[config.mk]
export PLATFORM = sky130hd
export DESIGN_NAME = color_wheel_pwm
export DESIGN_NICKNAME = d
export VERILOG_FILES = /design/src/rtl/color_wheel_pwm.sv
export SDC_FILE = /design/constraint.sdc
export NUM_CORES = 1
export LEC_CHECK = 0
export ABC_CLOCK_PERIOD_IN_PS = 6100
export CORE_MARGIN = 5
export CORE_UTILIZATION = 35
export DETAILED_ROUTE_END_ITERATION = 12
export PLACE_DENSITY = 0.48
export SLEW_MARGIN = 20
export SYNTH_ARGS = -nofsm -noshare
export SYNTH_HDL_FRONTEND = slang
export SYNTH_SLANG_ARGS = --single-unit
[constraint.sdc]
create_clock -name clk -period 6.1 [get_ports clk]
set_input_delay 0.915 -clock clk [delete_from_list [all_inputs] [get_ports clk]]
set_output_delay 0.915 -clock clk [all_outputs]
set_load 0.05 [all_outputs]
[src/rtl/color_wheel_pwm.sv]
// color_wheel_pwm: sweeps a hue counter around the RGB wheel
// (R->Y->G->C->B->M->R) and drives three PWM-dimmed LED channels.
// Ports:
//   clk, rst_n           - clock, async active-low reset
//   enable               - 1 = hue/prescaler advance, 0 = hold
//   direction            - 0 = hue up, 1 = hue down
//   discrete             - 1 = snap to whole segments, 0 = smooth fade
//   red, green, blue     - registered active-high PWM outputs
//   hue                  - current hue register
//   step                 - one-cycle pulse when a new hue is visible
module color_wheel_pwm #(
    parameter int PWM_BITS      = 8,
    parameter int STEP_INTERVAL = 46875,
    parameter int HUE_START     = 0,
    parameter int HUE_W         = $clog2(6 * (2 ** PWM_BITS))
) (
    input  logic             clk,
    input  logic             rst_n,
    input  logic             enable,
    input  logic             direction,
    input  logic             discrete,
    output logic             red,
    output logic             green,
    output logic             blue,
    output logic [HUE_W-1:0] hue,
    output logic             step
);

    localparam int SEG_W = HUE_W - PWM_BITS;
    localparam int PS_W  = (STEP_INTERVAL > 1) ? $clog2(STEP_INTERVAL) : 1;

    localparam logic [PWM_BITS-1:0] MAX      = '1;
    localparam logic [PWM_BITS-1:0] CNT_LAST = MAX - 1'b1;
    localparam logic [HUE_W-1:0]    HUE_LAST = HUE_W'(6 * (2 ** PWM_BITS) - 1);
    localparam logic [SEG_W-1:0]    SEG_LAST = SEG_W'(5);
    localparam logic [PS_W-1:0]     PS_LAST  = PS_W'(STEP_INTERVAL - 1);

    logic [HUE_W-1:0]    r_hue;
    logic [PS_W-1:0]     r_presc;
    logic [PWM_BITS-1:0] r_pwm_cnt;
    logic [PWM_BITS-1:0] r_duty_r;
    logic [PWM_BITS-1:0] r_duty_g;
    logic [PWM_BITS-1:0] r_duty_b;
    logic                r_red;
    logic                r_green;
    logic                r_blue;
    logic                r_step;

    logic [SEG_W-1:0]    w_seg;
    logic [PWM_BITS-1:0] w_frac;
    logic [PWM_BITS-1:0] w_inv;
    logic [SEG_W-1:0]    w_seg_fwd;
    logic [SEG_W-1:0]    w_seg_rev;
    logic                w_tick;
    logic                w_period_end;
    logic [HUE_W-1:0]    w_hue_nxt;
    logic [PWM_BITS-1:0] w_duty_r;
    logic [PWM_BITS-1:0] w_duty_g;
    logic [PWM_BITS-1:0] w_duty_b;

    assign w_seg        = r_hue[HUE_W-1:PWM_BITS];
    assign w_frac       = r_hue[PWM_BITS-1:0];
    assign w_inv        = MAX - w_frac;
    assign w_seg_fwd    = (w_seg == SEG_LAST) ? '0 : w_seg + 1'b1;
    assign w_seg_rev    = (w_seg == '0) ? SEG_LAST : w_seg - 1'b1;
    assign w_tick       = enable && (r_presc == PS_LAST);
    assign w_period_end = (r_pwm_cnt == CNT_LAST);

    // Next hue, only consumed on a prescaler tick.
    always_comb begin
        w_hue_nxt = r_hue;
        unique case ({discrete, direction})
            2'b00: w_hue_nxt = (r_hue == HUE_LAST) ? '0 : r_hue + 1'b1;
            2'b01: w_hue_nxt = (r_hue == '0) ? HUE_LAST : r_hue - 1'b1;
            2'b10: w_hue_nxt = {w_seg_fwd, {PWM_BITS{1'b0}}};
            // Reverse snap: a partial segment first falls back to its own start.
            2'b11: w_hue_nxt = (w_frac != '0) ? {w_seg, {PWM_BITS{1'b0}}}
                                              : {w_seg_rev, {PWM_BITS{1'b0}}};
            default: w_hue_nxt = r_hue;
        endcase
    end

    // Hue to per-channel duty.
    always_comb begin
        w_duty_r = '0;
        w_duty_g = '0;
        w_duty_b = '0;
        unique case (w_seg)
            SEG_W'(0): begin w_duty_r = MAX;    w_duty_g = w_frac; end
            SEG_W'(1): begin w_duty_r = w_inv;  w_duty_g = MAX;    end
            SEG_W'(2): begin w_duty_g = MAX;    w_duty_b = w_frac; end
            SEG_W'(3): begin w_duty_g = w_inv;  w_duty_b = MAX;    end
            SEG_W'(4): begin w_duty_r = w_frac; w_duty_b = MAX;    end
            SEG_W'(5): begin w_duty_r = MAX;    w_duty_b = w_inv;  end
            default: begin
                w_duty_r = '0;
                w_duty_g = '0;
                w_duty_b = '0;
            end
        endcase
    end

    always_ff @(posedge clk or negedge rst_n) begin
        if (!rst_n) begin
            r_hue     <= HUE_W'(HUE_START);
            r_presc   <= '0;
            r_pwm_cnt <= '0;
            r_duty_r  <= '0;
            r_duty_g  <= '0;
            r_duty_b  <= '0;
            r_red     <= 1'b0;
            r_green   <= 1'b0;
            r_blue    <= 1'b0;
            r_step    <= 1'b0;
        end else begin
            if (enable) begin
                r_presc <= (r_presc == PS_LAST) ? '0 : r_presc + 1'b1;
            end
            if (w_tick) begin
                r_hue <= w_hue_nxt;
            end
            r_step <= w_tick;

            r_pwm_cnt <= w_period_end ? '0 : r_pwm_cnt + 1'b1;
            // Duties only change at a period boundary so a period never
            // mixes two duty values; a same-edge hue step is seen next period.
            if (w_period_end) begin
                r_duty_r <= w_duty_r;
                r_duty_g <= w_duty_g;
                r_duty_b <= w_duty_b;
            end
            r_red   <= (r_pwm_cnt < r_duty_r);
            r_green <= (r_pwm_cnt < r_duty_g);
            r_blue  <= (r_pwm_cnt < r_duty_b);
        end
    end

    assign red   = r_red;
    assign green = r_green;
    assign blue  = r_blue;
    assign hue   = r_hue;
    assign step  = r_step;

endmodule

==> impl_table.tex <==
\begin{tabular}{lr}
\hline
Metric & Value \\
\hline
\multicolumn{2}{l}{\textbf{Pwr}} \\
\quad Leakage & just under 2 nW \\
\quad Peak supply drop & around 100 uV \\
\quad Combinational fraction of design power & 0.078 \\
\quad Switch Pwr & 272.8 uW \\
\quad Reg power frac & 0.446 \\
\quad Clock network fraction of design power & 0.477 \\
\quad Sw Share & 0.2539 \\
\quad Int Pwr & $\sim$800 uW \\
\quad Total power divided by cell area & 223.3 mW/mm\^{}2 \\
\multicolumn{2}{l}{\textbf{Route}} \\
\quad Vias per cell & approximately 5.6 \\
\quad Drc violations & 0 \\
\quad Via total after detailed routing & around 3600 \\
\quad Remaining number of nets flagged by the antenna check after routing & 0 \\
\quad Drt pass-1 iters & 5 \\
\quad WL/cell & 17.13 um \\
\quad Total Wirelength & 11.13 mm \\
\quad DR iter-0 viols & 210 \\
\multicolumn{2}{l}{\textbf{Critical path}} \\
\quad Critical Path Fanout Max & 22 \\
\quad Cells traversed along the worst timing path & clkdlybuf4s50\_1 \\
\quad Cell family contributing the most delay on the critical path & buffers and inverters \\
\quad Worst setup EP type & output port \\
\quad CP Class & flop to output port \\
\quad Data required, critical path & 5.18 ns \\
\quad Arrival time reported for the critical path endpoint & roughly 2.2 ns \\
\quad Bufs and invs on worst path & 1 \\
\quad Slowest library cell on the worst path & sky130\_fd\_sc\_hd\_\_clkdlybuf4s50\_1 \\
\quad Startpoint type of the worst setup path & flop \\
\quad Critical path's largest stage delay & approximately 0.95 ns \\
\multicolumn{2}{l}{\textbf{Final layout}} \\
\quad Signed area change from the synthesized netlist to the final layout & 14.19\% \\
\quad Total inserted antenna cells & 0 \\
\quad Nets@finish & around 530 \\
\quad Final cell count without fillers & 650 \\
\quad Commonest cells after routing, fill and taps aside & sky130\_fd\_sc\_hd\_\_dfrtp\_1 (63), sky130\_fd\_sc\_hd\_\_nor2\_1 (50), sky130\_fd\_sc\_hd\_\_nand2\_1 (40), sky130\_fd\_sc\_hd\_\_o21ai\_0 (40), sky130\_fd\_sc\_hd\_\_inv\_1 (35) \\
\quad Fraction of final layout cells sized beyond drive strength 1 & 0.07952 \\
\quad FILL cells & $\sim$1200 \\
\quad Most frequent standard cell in the layout excluding fill and tap cells & sky130\_fd\_sc\_hd\_\_dfrtp\_1 \\
\multicolumn{2}{l}{\textbf{Place}} \\
\quad Total of buffers placed on input and output ports & 19 \\
\quad Final weighted congestion of routability-driven global placement & around 0.87 \\
\quad Worst-case setup slack after placement & approximately 2.8 ns \\
\quad Cell total after placement & 634 \\
\quad Final HPWL from detailed placement & a little under 8 mm \\
\multicolumn{2}{l}{\textbf{Timing}} \\
\quad Slew at the pin closest to its max-slew limit & about 0.85 ns \\
\quad Remaining max-slew budget at the tightest pin & 0.4315 \\
\quad Endpoints failing hold & 0 \\
\quad Final worst slack & approximately 3 ns \\
\quad RSZ-0062 raised after global routing & false \\
\quad Count of endpoints failing setup in the final report & 0 \\
\quad Share of the clock period used by the worst path after layout & 0.5036 \\
\quad Total negative slack & 0 ns \\
\quad Clock Skews & between 0.004 and 0.005 ns \\
\quad Maximum clock frequency & about 330 MHz \\
\quad Max-slew violation count & 0 \\
\quad Shortest period the worst path allows & $\sim$3.1 ns \\
\multicolumn{2}{l}{\textbf{Floorplanning}} \\
\quad Die height & 119.7 um \\
\quad Number of primary I/O pins & 20 \\
\quad Die outline width & about 120 um \\
\quad Floorplan row count & 40 \\
\quad Die area & 0.01433 mm\^{}2 \\
\quad Core area & 0.01191 mm\^{}2 \\
\quad Starting density of the core & 0.3538 \\
\multicolumn{2}{l}{\textbf{Synth}} \\
\quad EDFF count, synth & 0 \\
\quad Mean area per synthesized cell & approximately 8.6 um\^{}2 \\
\quad Flops \& latches, synth & 63 \\
\quad FFs w/ async S/R, synth & 1.000 \\
\quad Sequential area share after synthesis & 0.3741 \\
\quad Cell area after synthesis & around 0.0042 mm\^{}2 \\
\quad Cells after synthesis & 489 \\
\quad Number of warnings printed during yosys synthesis & 0 \\
\quad Most common flop cell mapped by yosys & sky130\_fd\_sc\_hd\_\_dfrtp\_1 \\
\quad Synthesized netlist net count & around 520 \\
\quad Number of distinct library cells after synthesis & 65 \\
\multicolumn{2}{l}{\textbf{Global route}} \\
\quad Overflow left after global routing & 0 \\
\quad Number of global-route vias before repair & between 3000 and 4000 \\
\quad All-Layer GR Usage & 0.1658 \\
\quad Global-route wire length before repair & about 19 mm \\
\quad Largest net degree at the start of global routing & 64 \\
\quad Initial antenna violation count & 0 \\
\multicolumn{2}{l}{\textbf{Status}} \\
\quad Result of the run & complete, no violations \\
\multicolumn{2}{l}{\textbf{Clocking}} \\
\quad Setup Buffers After CTS & 0 \\
\quad \# resized after CTS & 0 \\
\quad Cts bufs inserted & 9 \\
\quad Clock-pin slew of the registers on the worst-case setup and hold paths & around 0.05 ns \\
\quad Clk Latency, worst-skew pair & roughly 0.34 ns \\
\quad CTS H-Tree Depth & 3 \\
\quad Hold-fix buffers, CTS & 0 \\
\quad Clock tree from TritonCTS & yes \\
\quad Clk Tree Root Cell & sky130\_fd\_sc\_hd\_\_clkbuf\_16 \\
\quad Num Clock Sinks & 63 \\
\quad Clock tree buffer depth & 2 \\
\multicolumn{2}{l}{\textbf{Hold path}} \\
\quad Hold WC Path Type & flop to flop \\
\multicolumn{2}{l}{\textbf{Run}} \\
\quad Max cap viols & 0 \\
\hline
\end{tabular}
flip-flops by register name, indices dropped and copies added, names as in the netlist:
signal,cells
blue,1
step,1
r_duty_b,8
hue,11
r_presc,16
r_duty_r,8
green,1
red,1
r_pwm_cnt,8
r_duty_g,8
cell usage after synthesis, types with 10 or more instances:
master                      n  area [um^2]
sky130_fd_sc_hd__a21oi_1   22        110.1
sky130_fd_sc_hd__clkbuf_1  21        78.83
sky130_fd_sc_hd__dfrtp_1   63         1577
sky130_fd_sc_hd__ha_1      29        362.9
sky130_fd_sc_hd__inv_1     35        131.4
sky130_fd_sc_hd__nand2_1   40        150.1
sky130_fd_sc_hd__nand3_1   12        60.06
sky130_fd_sc_hd__nand4_1   10        62.56
sky130_fd_sc_hd__nor2_1    51        191.4
sky130_fd_sc_hd__o21a_1    10        75.07
sky130_fd_sc_hd__o21ai_0   40        200.2
logic make-up (layout without fill, tap and decap cells):
family,count (synthesis),count (layout),synth area share
flip-flops,63,63,0.3741
buffers and inverters,62,76,0.05582
AO/OA/AOI/OAI,138,138,0.2197
AND/OR/NAND/NOR,175,175,0.2164
XOR/XNOR,17,17,0.03533
adder cells (fa/ha/maj),29,29,0.08610
multiplexers,5,5,0.01247
final cells by class:
type,instances,area [um^2],share of cell area
flip-flops and latches,63,1577,0.3276
repair buffers,23,215.2,0.04472
clock inverters,4,45.04,0.009360
clock buffers,12,246.5,0.05122
multi-input cells,364,2405,0.4997
well taps,147,183.9,0.03822
inverters,37,140.1,0.02912
through the flow:
| stage | util | hold WS (ns) | area [um^2] | power (mW) |
|---|---|---|---|---|
| finish | 0.4040 | 0.4814 | 4812 | 1.074 |
| global route | 0.4040 | 0.4978 | 4812 | 1.127 |
| CTS | 0.4040 | 0.4853 | 4812 | 1.089 |
| detailed placement | 0.3795 | 0.4746 | 4521 | 0.5700 |
| global placement | 0.3795 | 0.4732 | 4521 | 0.5709 |
| floorplan | - | 0.4444 | 4214 | 0.5352 |
power by group through the flow:
stage	Clock [mW]	Sequential [mW]	Combinational (mW)
6_report	0.512	0.479	0.0835
5_1_grt	0.547	0.484	0.0964
4_1_cts	0.526	0.478	0.0850
3_5_place_dp	0	0.484	0.0856
3_3_place_gp	0	0.486	0.0848
2_1_floorplan	0	0.477	0.0586
per-layer routing:
layer | up-vias | share of wire | global-route usage
li1 | 1783 | - | -
met1 | 1753 | 0.47 | 0.2127
met2 | 95 | 0.46 | 0.2694
met3 | 16 | 0.043 | 0.03959
met4 | 0 | 0.021 | 0.06514
met5 | - | 0 | 0
final timing paths:
path                                               from                       to  slack [ns]  cells after the start
min in group asynchronous                         rst_n  r_duty_g[6]$_DFFE_PN0N_        0.75                      2
worst min register to register  r_duty_r[0]$_DFFE_PN0N_  r_duty_r[0]$_DFFE_PN0N_        0.48                      2
worst min-delay path            r_duty_r[0]$_DFFE_PN0N_  r_duty_r[0]$_DFFE_PN0N_        0.48                      2
max in group asynchronous                         rst_n   r_presc[5]$_DFFE_PN0P_        4.79                      2
worst max-delay path                hue[10]$_DFFE_PN0P_                  hue[10]        3.03                      1
worst max register to register      hue[10]$_DFFE_PN0P_       hue[2]$_DFFE_PN0P_        3.58                      4
No activity file was read; power rests on OpenSTA's default activity.
